--- src/rtl/matrix_pkg.sv ---
// Shared constants and helpers for the LED-matrix display controller.
package matrix_pkg;

   // Pattern source selection on the MODE input
   localparam logic [1:0] MODE_LFSR  = 2'd0;
   localparam logic [1:0] MODE_COUNT = 2'd1;
   localparam logic [1:0] MODE_HOLD  = 2'd2;
   localparam logic [1:0] MODE_LOAD  = 2'd3;

   // Maximal-length feedback masks for the common matrix sizes
   localparam logic [15:0] TAPS_W16 = 16'hD008;
   localparam logic [63:0] TAPS_W64 = 64'hD800_0000_0000_0000;

   // Bits needed to hold values 0..value-1 (never less than 1)
   function automatic int unsigned clog2w(input int unsigned value);
      int unsigned w;
      w = 1;
      while ((w < 31) && ((32'd1 << w) < value)) begin
         w = w + 1;
      end
      return w;
   endfunction

endpackage

--- src/rtl/matrix_pattern_gen.sv ---
// Pattern register for the display: LFSR / counter / hold / external load.
module matrix_pattern_gen
   import matrix_pkg::*;
#(
   parameter int unsigned  W    = 64,
   parameter logic [W-1:0] SEED = W'(1),
   parameter logic [W-1:0] TAPS = W'(TAPS_W64)
) (
   input  logic         clk,
   input  logic         rst_n,
   input  logic         step_tick_i,
   input  logic [1:0]   mode_i,
   input  logic         load_valid_i,
   input  logic [W-1:0] load_data_i,
   output logic         load_ready_o,
   output logic [W-1:0] pattern_o
);

   logic [W-1:0] pattern_q;
   logic [W-1:0] pattern_d;
   logic [W-1:0] lfsr_c;

   // Loads are accepted only while the external-load mode is selected
   assign load_ready_o = (mode_i == MODE_LOAD);
   assign pattern_o    = pattern_q;

   // Next pattern: load has priority in mode 3, otherwise advance on step_tick
   always_comb begin
      pattern_d = pattern_q;
      lfsr_c    = {pattern_q[W-2:0], ^(pattern_q & TAPS)};
      if (mode_i == MODE_LOAD) begin
         if (load_valid_i) begin
            pattern_d = load_data_i;
         end
      end else if (step_tick_i) begin
         case (mode_i)
            MODE_LFSR:  pattern_d = (lfsr_c == '0) ? SEED : lfsr_c;
            MODE_COUNT: pattern_d = pattern_q + W'(1);
            default:    pattern_d = pattern_q;
         endcase
      end
   end

   // Pattern register, restarts from SEED
   always_ff @(posedge clk or negedge rst_n) begin
      if (!rst_n) begin
         pattern_q <= SEED;
      end else begin
         pattern_q <= pattern_d;
      end
   end

endmodule

--- src/rtl/matrix_display_ctrl.sv ---
// LED-matrix display controller: prescaler, pattern source, tear-free frame
// buffer and row scanner. Optional anti-ghosting blanking via MATRIX_BLANK_EN.
module matrix_display_ctrl
   import matrix_pkg::*;
#(
   parameter int unsigned                  N_ROWS       = 8,
   parameter int unsigned                  N_COLS       = 8,
   parameter int unsigned                  SCAN_DIV     = 16,
   parameter int unsigned                  STEP_DIV     = 22,
   parameter logic [N_ROWS*N_COLS-1:0]     SEED         = (N_ROWS*N_COLS)'(1),
   parameter logic [N_ROWS*N_COLS-1:0]     TAPS         = (N_ROWS*N_COLS)'(TAPS_W64),
   parameter int unsigned                  BLANK_CYCLES = 4
) (
   input  logic                     CLK,
   input  logic                     RESET_N,
   input  logic [1:0]               MODE,
   input  logic                     LOAD_VALID,
   input  logic [N_ROWS*N_COLS-1:0] LOAD_DATA,
   output logic                     LOAD_READY,
   output logic [N_ROWS-1:0]        ROWS,
   output logic [N_COLS-1:0]        COLUMNS,
   output logic                     FRAME_END,
   output logic [1:0]               ACT_LEDS
);

   localparam int unsigned W  = N_ROWS * N_COLS;
   localparam int unsigned PW = (SCAN_DIV > STEP_DIV) ? SCAN_DIV : STEP_DIV;
   localparam int unsigned RW = clog2w(N_ROWS);

   logic [PW-1:0]     presc_q,     presc_d;
   logic [RW-1:0]     row_idx_q,   row_idx_d;
   logic [W-1:0]      frame_q,     frame_d;
   logic [N_ROWS-1:0] row_sel_q,   row_sel_d;
   logic [N_COLS-1:0] col_sel_q,   col_sel_d;
   logic              frame_end_q, frame_end_d;
   logic [1:0]        leds_q,      leds_d;

   logic              scan_tick_c;
   logic              step_tick_c;
   logic              wrap_c;
   logic [W-1:0]      pattern;
   logic [N_COLS-1:0] frame_row_c [N_ROWS];

   assign scan_tick_c = &presc_q[SCAN_DIV-1:0];
   assign step_tick_c = &presc_q[STEP_DIV-1:0];
   assign wrap_c      = scan_tick_c && (row_idx_q == RW'(N_ROWS - 1));

   // Split the frame buffer into per-row column words
   for (genvar r = 0; r < N_ROWS; r++) begin : g_frame_rows
      assign frame_row_c[r] = frame_q[r*N_COLS +: N_COLS];
   end

   matrix_pattern_gen #(
      .W    (W),
      .SEED (SEED),
      .TAPS (TAPS)
   ) u_pattern_gen (
      .clk          (CLK),
      .rst_n        (RESET_N),
      .step_tick_i  (step_tick_c),
      .mode_i       (MODE),
      .load_valid_i (LOAD_VALID),
      .load_data_i  (LOAD_DATA),
      .load_ready_o (LOAD_READY),
      .pattern_o    (pattern)
   );

   // Scanner, frame capture at the frame boundary and activity LEDs
   always_comb begin
      presc_d     = presc_q + PW'(1);
      row_idx_d   = row_idx_q;
      frame_d     = frame_q;
      row_sel_d   = row_sel_q;
      col_sel_d   = col_sel_q;
      frame_end_d = wrap_c;
      leds_d      = leds_q;
      if (scan_tick_c) begin
         row_sel_d = N_ROWS'(1) << row_idx_q;
         col_sel_d = ~frame_row_c[row_idx_q];
         row_idx_d = wrap_c ? '0 : row_idx_q + RW'(1);
      end
      if (wrap_c) begin
         // Last row is still driven from the old frame; the new one starts at row 0
         frame_d   = pattern;
         leds_d[1] = ~leds_q[1];
      end
      if (step_tick_c) begin
         leds_d[0] = ~leds_q[0];
      end
   end

   // Scanner state registers
   always_ff @(posedge CLK or negedge RESET_N) begin
      if (!RESET_N) begin
         presc_q     <= '0;
         row_idx_q   <= '0;
         frame_q     <= '0;
         row_sel_q   <= '0;
         col_sel_q   <= '1;
         frame_end_q <= 1'b0;
         leds_q      <= 2'b11;
      end else begin
         presc_q     <= presc_d;
         row_idx_q   <= row_idx_d;
         frame_q     <= frame_d;
         row_sel_q   <= row_sel_d;
         col_sel_q   <= col_sel_d;
         frame_end_q <= frame_end_d;
         leds_q      <= leds_d;
      end
   end

   assign FRAME_END = frame_end_q;
   assign ACT_LEDS  = leds_q;

`ifdef MATRIX_BLANK_EN
   localparam int unsigned BW = clog2w(BLANK_CYCLES + 1);

   if (64'(BLANK_CYCLES) >= (64'(1) << SCAN_DIV)) begin : g_blank_chk
      $error("BLANK_CYCLES must be smaller than the row period 2**SCAN_DIV");
   end

   logic [BW-1:0]     blank_q,    blank_d;
   logic [N_ROWS-1:0] rows_out_q, rows_out_d;
   logic [N_COLS-1:0] cols_out_q, cols_out_d;

   // Blank the matrix for BLANK_CYCLES cycles after every row change
   always_comb begin
      blank_d    = blank_q;
      rows_out_d = row_sel_d;
      cols_out_d = col_sel_d;
      if (scan_tick_c) begin
         blank_d = BW'(BLANK_CYCLES);
      end else if (blank_q != '0) begin
         blank_d = blank_q - BW'(1);
      end
      if (blank_d != '0) begin
         rows_out_d = '0;
         cols_out_d = '1;
      end
   end

   // Blanked output registers
   always_ff @(posedge CLK or negedge RESET_N) begin
      if (!RESET_N) begin
         blank_q    <= '0;
         rows_out_q <= '0;
         cols_out_q <= '1;
      end else begin
         blank_q    <= blank_d;
         rows_out_q <= rows_out_d;
         cols_out_q <= cols_out_d;
      end
   end

   assign ROWS    = rows_out_q;
   assign COLUMNS = cols_out_q;
`else
   assign ROWS    = row_sel_q;
   assign COLUMNS = col_sel_q;
`endif

endmodule

--- config.mk ---
export PLATFORM = sky130hd
export DESIGN_NAME = matrix_display_ctrl
export DESIGN_NICKNAME = d
export VERILOG_FILES = /design/src/rtl/matrix_pkg.sv /design/src/rtl/matrix_pattern_gen.sv /design/src/rtl/matrix_display_ctrl.sv
export SDC_FILE = /design/constraint.sdc
export NUM_CORES = 1
export LEC_CHECK = 0
export CAP_MARGIN = 10
export CORE_MARGIN = 2
export CORE_UTILIZATION = 64
export DETAILED_ROUTE_END_ITERATION = 8
export DONT_BUFFER_PORTS = 1
export PLACE_DENSITY = 0.8
export SLEW_MARGIN = 20
export SYNTH_ARGS = -nofsm -noshare
export SYNTH_HDL_FRONTEND = slang
export SYNTH_SLANG_ARGS = --single-unit
--- constraint.sdc ---
create_clock -name CLK -period 2.89 [get_ports CLK]
set_input_delay 0.289 -clock CLK [delete_from_list [all_inputs] [get_ports CLK]]
set_output_delay 0.289 -clock CLK [all_outputs]
set_load 0.05 [all_outputs]
==> results.ini <==
[status]
status = finished with violations
violations = negative hold slack

[synthesis]
synth_top_family_by_area = simple AND/OR/NAND/NOR gates
yosysSeqAreaShare = 0.437
ys.flop_type = dfrtp_1
mappedNetlistArea_um2 = 9870
synth_area_leader_cell = dfrtp_1
yosysMostFrequentCell = dfrtp_1
async_reset_ff_frac = 1.00
synth_common_cells = 161 x dfrtp_1, 98 x nand2_1, 92 x o21ai_0
synthSimpleGateAreaFrac = 0.185
synth_seq_cells = 172
synth_nets = 1111
ys_types = 73
synth_edf_count = 0
synth.area.top_cells = dfrtp_1 41%, mux2_2 6.4%, o21ai_0 4.7%
synthMuxAreaShare = 0.105
yosysWarnings = 0
synthXorXnorAreaFrac = 0.0293
syn_area_per_cell_um2 = 9.55
synth_top_area_share = 0.408
synth_compound_area_frac = 0.179
syn_inst = 1034
synth_fa_ha_area_frac = 0.0101

[drt]
routedWlPerCell_um = 24.6
drt_iter0_drc = 1140
routed_wl_mm = 30.0
drtPass1Iterations = 6
via_count = 8716
drc = 0
ant_nets = 0
vias_per_cell = 7.14

[final_layout]
area_growth_pct = 9.32
nets = 1096
design_area_um2 = 10800
final_cells = 1221
drive_above_1_share = 0.187

[timing]
maxSlewViolCount = 0
setup_viol = 0
post-route-min-period_ns = 2.78
timing.hold.ws_ns = -0.477
rsz0062_at_grt = no
hold_violations = 172
setup-tns-final_ns = 0
worstMarginPinSlew_ns = 0.690
fin_ws_ns = 0.107
timing.fmax_mhz = 359
slew-limit-headroom = 0.539
final.period_utilization = 0.963
finalClockSkew_ns = 0.0114

[clock_tree]
cts.sinks = 172
ctsResizeCount = 0
clk_pin_slew_ns = 0.08
cts_made_buffers = 17
postCtsSetupBuffers = 0
clock_latency_ns = 0.45
ctsHoldBuffers = 2
clockRootBuffer = clkbuf_16
clockBufferDepth = 2
cts_tree = built
htreeDepth = 4

[floorplanning]
die_y_um = 128
start_util = 0.652
fp.dieW_um = 128
io_pins = 89
fp.dieArea_um2 = 16400
coreArea_um2 = 15100
rows = 45

[job]
cap_violations = 0

[min_path]
hold_class = in -> async

[grt]
first_global_vias = 8357
antenna_found_initial = 1
grt_max_degree = 173
grt_overflow = 0
grt_use_total = 0.380
grt_pass1_wl_mm = 47.2

[placement]
io_buffers = 0
placed_area_um2 = 10100
dp_cells = 1186
dp_hpwl_mm = 20.7
dp_slack_ns = 0.195
place.gp.congestion = 0.988

[setup_path]
critPathCaptureType = flip-flop
cp_slowest_stage_delay_ns = 0.59
worstPathRequired_ns = 3.23
cp_cell_sequence = ha_1 > nand3_1 > or2_1 > or4_4 > or4_4 > a21o_1 > a22o_1
path_class = reg -> reg
critPathSlowestCell = or4_4
start_kind = flip-flop
cp_max_fo = 10
cp.depth = 7
path_delay_family = simple AND/OR/NAND/NOR gates
cpMostUsedCell = or4_4
arrival_ns = 3.13
critPathBufInv = 0
worst-r2r-cell-count = 7

[power]
leakagePower_nw = 4.53
ir_drop_mv = 0.439
power.density_nw_per_um2 = 603

-- worst paths after layout --
check	start	to	slack, ns
worst max-delay path	u_pattern_gen.pattern_o[0]$_DFFE_PN1P_	u_pattern_gen.pattern_o[60]$_DFFE_PN0P_	0.11
worst min-delay path	RESET_N	ROWS[6]$_DFFE_PN0P_	-0.48
worst max register to register	u_pattern_gen.pattern_o[0]$_DFFE_PN1P_	u_pattern_gen.pattern_o[60]$_DFFE_PN0P_	0.11
worst min register to register	presc_q[5]$_DFF_PN0_	presc_q[5]$_DFF_PN0_	0.47
min in group CLK	MODE[0]	u_pattern_gen.pattern_o[13]$_DFFE_PN0P_	0.06
max in group asynchronous	RESET_N	u_pattern_gen.pattern_o[0]$_DFFE_PN1P_	3.12
-- cell type report --
class                   count  area, um2
inverters                  21       78.8
clock buffers              17        425
fillers                  1089       4350
repair buffers             59        485
multi-input cells         748       5050
diodes                      1       2.50
clock inverters            15        199
well taps                 188        235
flip-flops and latches    172       4320
-- power by group --
group	internal (mW)	total, mW	switching (mW)
registers	2.61	2.99	0.378
clock network	1.25	2.40	1.15
logic	0.462	1.12	0.654
total	4.32	6.50	2.18
-- sequential cells by signal (all words and copies together), names as in the netlist --
register / flops
ACT_LEDS: 2
COLUMNS: 8
FRAME_END: 1
ROWS: 8
frame_q: 64
presc_q: 22
row_idx_q: 3
u_pattern_gen.pattern_o: 64
-- cells by family (layout without fill, tap and decap cells) --
family | after synthesis | in the layout
buffers and inverters | 114 | 112
xor gates and xnor gates | 33 | 33
DFF | 172 | 172
other | 0 | 1
muxes | 77 | 77
AOI/OAI and AO/OA | 270 | 270
adders and majority gates | 8 | 8
and+or+nand+nor | 360 | 360
-- through the flow --
stage	total power, mW	utilization	hold WS [ns]
2_1_floorplan	3.64	-	-0.00659
5_1_grt	6.71	0.712	-0.486
3_5_place_dp	4.07	0.670	-0.00301
3_3_place_gp	4.04	0.670	-0.00200
6_report	6.50	0.713	-0.477
4_1_cts	6.44	0.712	-0.487
-- layout by cell type (no fill, tap or decap), types with 7 or more instances in the layout --
cell	count
ha_1	8
inv_1	18
o211ai_1	7
xnor2_1	25
nor4_1	27
a21oi_1	36
mux4_2	16
and4_1	10
and2_1	10
nand2_1	97
and3_1	12
nand4_1	22
buf_4	54
mux2_2	56
xor2_1	8
a31oi_1	19
a22oi_1	17
o22ai_1	15
dfrtp_1	161
nor3_1	22
dfstp_2	11
nand3_1	46
nor2_1	78
o21ai_0	92
o31ai_1	7
o22a_1	9
a22o_1	9
o31a_1	7
a221oi_1	10
clkbuf_16	17
-- routing by layer --
layer,vias up,track usage,part of all wire
met5,-,0,0
met4,0,0.169,0.041
met3,98,0.112,0.13
met2,561,0.569,0.44
met1,4243,0.517,0.39
li1,3814,-,-
(Power assumes the default switching activity.)
